`src/rtl/cond_pkg.sv`:
```
// rtl/cond_pkg.sv - condition codes, NZCV bit positions and flag-write select bits
package cond_pkg;

   typedef enum logic [3:0] {
      COND_EQ = 4'b0000,
      COND_NE = 4'b0001,
      COND_CS = 4'b0010,
      COND_CC = 4'b0011,
      COND_MI = 4'b0100,
      COND_PL = 4'b0101,
      COND_VS = 4'b0110,
      COND_VC = 4'b0111,
      COND_HI = 4'b1000,
      COND_LS = 4'b1001,
      COND_GE = 4'b1010,
      COND_LT = 4'b1011,
      COND_GT = 4'b1100,
      COND_LE = 4'b1101,
      COND_AL = 4'b1110,
      COND_NV = 4'b1111
   } cond_t;

   localparam int N_BIT = 3;
   localparam int Z_BIT = 2;
   localparam int C_BIT = 1;
   localparam int V_BIT = 0;

   // flagwrite_e[FW_NZ] updates N,Z; flagwrite_e[FW_CV] updates C,V
   localparam int FW_NZ = 1;
   localparam int FW_CV = 0;

endpackage

```
`src/rtl/cond_check.sv`:
```
// rtl/cond_check.sv - evaluates a 4-bit condition code against the NZCV flags
module cond_check
   import cond_pkg::*;
(
   input  cond_t      cond_i,
   input  logic [3:0] flags_i,
   output logic       met_o
);

   logic n_f;
   logic z_f;
   logic c_f;
   logic v_f;

   assign n_f = flags_i[N_BIT];
   assign z_f = flags_i[Z_BIT];
   assign c_f = flags_i[C_BIT];
   assign v_f = flags_i[V_BIT];

   // Decode the condition against the current flags; code 1111 never passes
   always_comb begin
      met_o = 1'b0;
      case (cond_i)
         COND_EQ: met_o = z_f;
         COND_NE: met_o = ~z_f;
         COND_CS: met_o = c_f;
         COND_CC: met_o = ~c_f;
         COND_MI: met_o = n_f;
         COND_PL: met_o = ~n_f;
         COND_VS: met_o = v_f;
         COND_VC: met_o = ~v_f;
         COND_HI: met_o = c_f & ~z_f;
         COND_LS: met_o = ~c_f | z_f;
         COND_GE: met_o = (n_f == v_f);
         COND_LT: met_o = (n_f != v_f);
         COND_GT: met_o = ~z_f & (n_f == v_f);
         COND_LE: met_o = z_f | (n_f != v_f);
         COND_AL: met_o = 1'b1;
         COND_NV: met_o = 1'b0;
         default: met_o = 1'b0;
      endcase
   end

endmodule

```
`src/rtl/cond_exec_stage.sv`:
```
// rtl/cond_exec_stage.sv - NZCV register, conditional gating and EX/MEM pipeline register
module cond_exec_stage
   import cond_pkg::*;
#(
   parameter int WIDTH = 32,
   parameter int RAW   = 4
) (
   input  logic             clk,
   input  logic             reset,
   input  logic             stall_m,
   input  logic             flush_e,
   input  logic             valid_e,
   input  logic [3:0]       cond_e,
   input  logic [1:0]       flagwrite_e,
   input  logic [3:0]       alu_flags_e,
   input  logic [WIDTH-1:0] alu_result_e,
   input  logic [WIDTH-1:0] write_data_e,
   input  logic [RAW-1:0]   wa_e,
   input  logic             regwrite_e,
   input  logic             memwrite_e,
   input  logic             pcsrc_e,
   input  logic             memtoreg_e,
   output logic             cond_ex_e,
   output logic [3:0]       flags_q,
   output logic             valid_m,
   output logic             regwrite_m,
   output logic             memwrite_m,
   output logic             pcsrc_m,
   output logic             memtoreg_m,
   output logic [WIDTH-1:0] alu_result_m,
   output logic [WIDTH-1:0] write_data_m,
   output logic [RAW-1:0]   wa_m
);

   logic       cond_met;
   logic       live_e;
   logic [3:0] flags_d;

   cond_check u_cond_check (
      .cond_i  (cond_t'(cond_e)),
      .flags_i (flags_q),
      .met_o   (cond_met)
   );

   // A killed or empty slot never passes, whatever its condition field says
   assign live_e    = valid_e & ~flush_e;
   assign cond_ex_e = live_e & cond_met;

   // Merge the ALU flags into NZCV per flag-write group; only passing instructions write
   always_comb begin
      flags_d = flags_q;
      if (cond_ex_e) begin
         if (flagwrite_e[FW_NZ]) begin
            flags_d[N_BIT] = alu_flags_e[N_BIT];
            flags_d[Z_BIT] = alu_flags_e[Z_BIT];
         end
         if (flagwrite_e[FW_CV]) begin
            flags_d[C_BIT] = alu_flags_e[C_BIT];
            flags_d[V_BIT] = alu_flags_e[V_BIT];
         end
      end
   end

   // Flag register: reset dominates, stall freezes it
   always_ff @(posedge clk) begin
      if (reset) begin
         flags_q <= 4'b0000;
      end else if (!stall_m) begin
         flags_q <= flags_d;
      end
   end

   // EX/MEM register: side effects gated by the condition, memtoreg only by liveness
   always_ff @(posedge clk) begin
      if (reset) begin
         valid_m      <= 1'b0;
         regwrite_m   <= 1'b0;
         memwrite_m   <= 1'b0;
         pcsrc_m      <= 1'b0;
         memtoreg_m   <= 1'b0;
         alu_result_m <= '0;
         write_data_m <= '0;
         wa_m         <= '0;
      end else if (!stall_m) begin
         valid_m      <= live_e;
         regwrite_m   <= regwrite_e & cond_ex_e;
         memwrite_m   <= memwrite_e & cond_ex_e;
         pcsrc_m      <= pcsrc_e & cond_ex_e;
         memtoreg_m   <= memtoreg_e & live_e;
         alu_result_m <= alu_result_e;
         write_data_m <= write_data_e;
         wa_m         <= wa_e;
      end
   end

endmodule

```
`config.mk`:
```
export PLATFORM = sky130hd
export DESIGN_NAME = cond_exec_stage
export DESIGN_NICKNAME = d
export VERILOG_FILES = /design/src/rtl/cond_pkg.sv /design/src/rtl/cond_check.sv /design/src/rtl/cond_exec_stage.sv
export SDC_FILE = /design/constraint.sdc
export NUM_CORES = 1
export LEC_CHECK = 0
export CAP_MARGIN = 10
export CORE_ASPECT_RATIO = 1.4
export CORE_UTILIZATION = 35
export CTS_CLUSTER_SIZE = 20
export DETAILED_ROUTE_END_ITERATION = 7
export GPL_TIMING_DRIVEN = 0
export PLACE_DENSITY = 0.76
export SYNTH_ARGS = -nofsm -noshare
export SYNTH_HDL_FRONTEND = slang
export SYNTH_HIERARCHICAL = 1
export SYNTH_SLANG_ARGS = --single-unit
```
`constraint.sdc`:
```
create_clock -name clk -period 2.5 [get_ports clk]
set_input_delay 0.75 -clock clk [delete_from_list [all_inputs] [get_ports clk]]
set_output_delay 0.75 -clock clk [all_outputs]
set_load 0.01 [all_outputs]
```
==> results of run 1 <==
-- placed cells by master (no fill, tap or decap), drive strengths merged, types with 3 or more instances in the layout --
cell type      instances
a22oi                  3
clkbuf                14
and2                   3
nand4b                 4
dfxtp                 77
mux2i                 70
nand2b                 5
clkdlybuf4s50        158
o21ai                  5
nor2                  74
bufinv                 4
buf                   23
xor2                   3
a21oi                  4
-- worst register-to-register path: cells and delay by family, from the launching register on --
| kind | cells | cell delay [ns] |
|---|---|---|
| compound gates | 4 | 0.67 |
| simple gates | 2 | 0.45 |
| buf+inv | 4 | 0.41 |
| flops | 1 | 0.35 |
| xor+xnor | 2 | 0.34 |
-- logic make-up after synthesis --
kind of cell,Yosys count,share of synthesized area
simple gates,93,0.140
flops,77,0.524
mux,70,0.238
buf+inv,21,0.0477
compound gates,17,0.0370
xor+xnor,4,0.0119
-- cells in the mapped netlist --
cell type	n	area, µm²
a2111oi_1	1	10.0
a211oi_1	1	7.51
a21oi_1	4	20.0
a22oi_1	3	22.5
a311oi_1	1	8.76
and2_1	3	18.8
and4bb_1	1	12.5
buf_2	7	35.0
buf_4	2	15.0
buf_6	6	67.6
clkbuf_1	5	18.8
dfxtp_1	77	1540
inv_1	1	3.75
mux2i_1	70	701
nand2_1	1	3.75
nand2b_1	5	31.3
nand3b_1	1	7.51
nand4b_1	4	35.0
nor2_1	74	278
nor2b_1	2	12.5
nor3_1	1	5.00
nor4b_1	1	8.76
o21ai_0	1	5.00
o21ai_1	4	20.0
o22a_1	1	8.76
o22ai_1	1	6.26
xnor2_1	1	8.76
xor2_1	3	26.3
-- sequential cells by signal (all words and copies together), names as in the netlist --
| signal | flops |
|---|---|
| pcsrc_m | 1 |
| alu_result_m | 32 |
| memtoreg_m | 1 |
| flags_q | 4 |
| memwrite_m | 1 |
| regwrite_m | 1 |
| wa_m | 4 |
| write_data_m | 32 |
| valid_m | 1 |
-- per-layer routing --
metal  vias up  track usage  part of all wire  routed length (µm)
li1       1312            -                 -                   -
met1      1262        0.189              0.37                3070
met2        95        0.344              0.52                4310
met3        13       0.0810             0.082                 671
met4         0       0.0812             0.019                 157
met5         -            0                 0                   0
-- path summary, 6_finish.rpt --
kind | startpoint | end
max | cond_e[3] | cond_ex_e
max reg2reg | flags_q[3] | flags_q[1]
min | memtoreg_m | memtoreg_m
min reg2reg | memtoreg_m | memtoreg_m
-- cell type report --
cell class / instances / area, µm²
plain buffers: 19 / 154
clock buffers: 9 / 225
clock inverters: 7 / 138
fillers: 681 / 2940
inverters: 1 / 3.75
multi-input cells: 185 / 1330
flip-flops and latches: 77 / 1550
well taps: 102 / 128
repair buffers: 169 / 1680
-- power groups by stage --
stage	combinational (W)	clock, W	sequential [W]
2_1_floorplan	0.000170	0	0.00139
3_3_place_gp	0.000495	0	0.00135
3_5_place_dp	0.000502	0	0.00136
4_1_cts	0.000537	0.00161	0.00133
5_1_grt	0.000570	0.00167	0.00134
6_report	0.000531	0.00158	0.00133
-- stage by stage --
step	setup TNS, ns	area [µm²]	worst slack, ns	hold WS (ns)	util
after floorplan	-0.0311	2950	-0.0311	0.483	-
after global placement	-1.75	4690	-0.855	0.449	0.575
after detailed placement	-2.18	4690	-0.900	0.459	0.575
after CTS	-0.114	5200	-0.114	0.468	0.639
after global routing	-0.266	5200	-0.266	0.522	0.639
final	-0.203	5200	-0.203	0.471	0.639
-- repair_timing --
action | in CTS | in global routing
endpoints found under the setup margin | 1 | 8
pin swaps | 16 | 3
setup buffers | 10 | 2
resized for setup | 31 | 2
gates cloned | 1 | 0
==> flow_summary.yaml, run 1 <==
status:
  status: "complete, but fails checks"
  violations: "setup timing"
clock_tree:
  holdBufCountCts: 0
  cts_made_buffers: 9
  htreeDepth: 3
  cts_tree: "done"
  clock_sinks: 77
  clock_latency_ns: 0.33
  cts_root_buf: "clkbuf_16"
  clockBufferDepth: 2
  clk_pin_slew_worst_paths_ns: 0.06
flow_run:
  drv_cap: 0
pwr:
  leakage_nw: 2.19
  combPwrFrac: 0.154
  switching_share: 0.215
  p_total_w: 0.00344
  switching_power_w: 0.000739
  ir_drop_mv: 0.444
  clkPwrFrac: 0.459
  pwr-share-seq: 0.386
  powerDensity_nw_per_um2: 661
  p_int_w: 0.00270
placed_design:
  hpwl_um: 5730
  port-buffer-count: 161
  gp_congestion: 0.717
  dp_cells: 545
critical_path:
  crit_slowest_cell: "a2111oi_2"
  cp.arrival_ns: 1.95
  cpPeakStageDelay_ns: 0.33
  crit_family: "compound AO/OA/AOI/OAI gates"
  cp_data_required_time_ns: 1.75
  worstPathCellList: "clkdlybuf4s15_1 -> inv_2 -> a2111oi_2 -> a311oi_1 -> o22ai_1 -> and2_4 -> buf_6"
  path_buf_inv: 3
  endpoint_kind: "output pin"
  critPathKind: "in -> out"
  cp-start-kind: "input pin"
  rr_worst_depth: 12
  path_max_fanout: 3
  r2r_setup_slack_ns: 0.17
  path_depth: 7
global_routing:
  grt_pass1_wl_um: 12900
  antenna_found_initial: 0
  grt_pass1_vias: 2776
  track_usage: 0.193
  grt_max_degree: 14
  globalRoute.totalOverflow: 0
synth:
  synth_fp_nets: 369
  ys_seq_area_frac: 0.524
  ys_warn_count: 6
  ys_ff_latch: 77
  synth_cells: 282
  avgSynthCellArea_um2: 10.4
  yosysUniqueCellTypes: 28
  synth_area_um2: 2940
sta:
  rsz0062_at_grt: "yes"
  finalMaxSlewViolations: 0
  final.min_clock_period_ns: 2.70
  period_share: 1.08
  max_freq_mhz: 370
  layout_setup_ws_ns: -0.203
  setup_violations: 1
  finClkSkew_ns: 0.00291
  slew_headroom: 0.684
  worst_slew_pin_slew_ns: 0.474
  hold_viol: 0
layout:
  drive_above_1_share: 0.126
  synthToLayoutAreaGrowth_pct: 77.1
  nets: 549
  diodes: 0
  finalNonFillerCells: 569
min_path:
  min_path_cells: 2
  hp-class: "reg -> reg"
floorplan:
  rows: 39
  die_area_um2: 8770
  die_h_um: 110
  start_util: 0.361
  io_pins: 165
  die_x_um: 79.4
  core_um2: 8150
drt:
  drt_first_pass_iters: 4
  wire_per_inst_um: 14.4
  drc: 0
  vias: 2682
  viasPerCell: 4.71
  final_antenna_net_count: 0
  routed_wl_um: 8210
  drt_iter0_drc: 56
(Power assumes the default switching activity.)
==> run 2: changes to the inputs <==
Settings changed: CTS_BUF_LIST set to sky130_fd_sc_hd__clkbuf_4 sky130_fd_sc_hd__clkbuf_8 sky130_fd_sc_hd__clkbuf_16, GPL_TIMING_DRIVEN 0 to unset.
==> run 2 against run 1 <==
The run still ends with setup timing left. Critical path depth up 1. Power down 7.8%. Sequential share of layout area up 0.41 points. First-iteration DRC count up 14%. Final area down 1.6%. Routed wire length down 3.9%. Clock power down 16%. Combinational power down 2%.
==> flow_summary.yaml, run 2 (synthesis results as in run 1) <==
placed_design:
  port-buffer-count: 164
  hpwl_um: 5670
  gp_congestion: 0.709
  dp_cells: 545
global_routing:
  track_usage: 0.183
  antenna_found_initial: 0
  globalRoute.totalOverflow: 0
  grt_max_degree: 35
  grt_pass1_vias: 2743
  grt_pass1_wl_um: 12500
layout:
  nets: 541
  mostFrequentLayoutCell: "clkdlybuf4s50_1"
  final_cell_mix: "clkdlybuf4s50_1 (157), dfxtp_1 (76), nor2_1 (73), mux2i_1 (70), buf_4 (17)"
  diodes: 0
  finalNonFillerCells: 561
  reg_top3: "alu_result_m: 32 flops, write_data_m: 32 flops"
  synthToLayoutAreaGrowth_pct: 74.2
  final_core_util: 0.628
  drive_above_1_share: 0.113
sta:
  max_freq_mhz: 367
  finClkSkew_ns: 0.00327
  final.min_clock_period_ns: 2.72
  rsz0062_at_grt: "yes"
  layout_setup_ws_ns: -0.222
  slew_headroom: 0.645
  setup_violations: 1
  period_share: 1.09
  hold_viol: 0
  finalMaxSlewViolations: 0
  worst_slew_pin_slew_ns: 0.533
clock_tree:
  cts_tree: "done"
  clockBufferDepth: 2
  clk_pin_slew_worst_paths_ns: 0.05
  clock_sinks: 77
  cts_root_buf: "clkbuf_16"
  cts_made_buffers: 9
  holdBufCountCts: 0
  clock_latency_ns: 0.33
  htreeDepth: 3
pwr:
  ir_drop_mv: 0.468
  switching_power_w: 0.000700
  leakage_nw: 2.16
  powerDensity_nw_per_um2: 619
  clkPwrFrac: 0.417
  switching_share: 0.221
  combPwrFrac: 0.164
  pwr-share-seq: 0.420
  p_int_w: 0.00247
drt:
  drc: 0
  final_antenna_net_count: 0
  viasPerCell: 4.70
  drt_iter0_drc: 64
  vias: 2635
  routed_wl_um: 7880
  drt_first_pass_iters: 6
  wire_per_inst_um: 14.1
floorplan:
  io_pins: 165
  core_um2: 8150
  rows: 39
  die_x_um: 79.4
  die_area_um2: 8770
  die_h_um: 110
  start_util: 0.361
critical_path:
  cp.arrival_ns: 1.97
  crit_slowest_cell: "a311oi_2"
  critPathKind: "in -> out"
  rr_startpoint: "flags_q[0]"
  path_max_fanout: 8
  cp_data_required_time_ns: 1.75
  endpoint_kind: "output pin"
  cpPeakStageDelay_ns: 0.28
  worstPathCellList: "buf_12 -> nor2b_4 -> a211oi_4 -> a2111oi_4 -> a311oi_2 -> o22ai_2 -> and2_4 -> buf_6"
  cp-start-kind: "input pin"
  startpoint: "cond_e[0]"
status:
  status: "complete, but fails checks"
  violations: "setup timing"
flow_run:
  drv_cap: 0
min_path:
  hp-class: "reg -> reg"
  hold_start: "memtoreg_m"
[run 2: cell types whose count changed in the layout (fill, tap and decap cells not counted), moves of 2 or more]
cell / before / now
and2_4: 3 / 1
buf_12: 1 / 3
a22oi_2: 3 / 0
and2_1: 0 / 2
buf_2: 6 / 1
bufinv_16: 4 / 1
dlygate4sd2_1: 0 / 2
clkbuf_1: 4 / 0
buf_4: 8 / 17
a22oi_1: 0 / 3
buf_6: 8 / 1
clkbuf_4: 0 / 2
[run 2: final cells by class]
class / instances / area (µm²)
Clock inverter: 3 / 43.8
Tap cell: 102 / 128
Clock buffer: 13 / 268
Multi-Input combinational cell: 184 / 1340
Sequential cell: 77 / 1540
Timing Repair Buffer: 181 / 1790
Fill cell: 691 / 3030
Inverter: 1 / 3.75
[run 2: path summary, 6_finish.rpt]
path | to | slack, ns | cells after the start
max | cond_ex_e | -0.22 | 8
min | memtoreg_m | 0.48 | 2
max reg2reg | flags_q[1] | 0.40 | 8
min reg2reg | memtoreg_m | 0.48 | 2
[run 2: what timing repair did]
action | CTS | global route
resized for setup | 36 | 2
pin swaps | 7 | 3
gates cloned | 0 | 0
setup endpoints to repair | 8 | 1
setup buffers | 0 | 0
[run 2: power by group through the flow]
stage / clock network (W) / logic [W] / registers, W
after detailed placement: 0 / 0.000506 / 0.00136
after CTS: 0.00136 / 0.000520 / 0.00133
after floorplan: 0 / 0.000170 / 0.00139
final: 0.00132 / 0.000519 / 0.00133
after global routing: 0.00141 / 0.000557 / 0.00134
after global placement: 0 / 0.000497 / 0.00135
[run 2: routing by layer]
layer	global-route usage	wire (µm)
met2	0.337	4270
met4	0.102	216
met5	0	0
met3	0.0471	526
met1	0.179	2870
[run 2: metrics by stage]
stage	area [µm²]	hold slack [ns]	setup WS, ns	TNS (ns)	total power (W)
finish	5120	0.478	-0.222	-0.222	0.00317
global route	5120	0.507	-0.282	-0.282	0.00331
CTS	5110	0.476	-0.149	-0.149	0.00321
detailed placement	4720	0.468	-1.16	-4.71	0.00186
global placement	4720	0.450	-1.09	-4.05	0.00185
floorplan	2950	0.483	-0.0311	-0.0311	0.00156
[run 2: critical path: cells and delay by family]
kind                   cells  cell delay (ns)
AOI/OAI and AO/OA          4             0.69
and+or+nand+nor            2             0.30
buffers and inverters      2             0.23
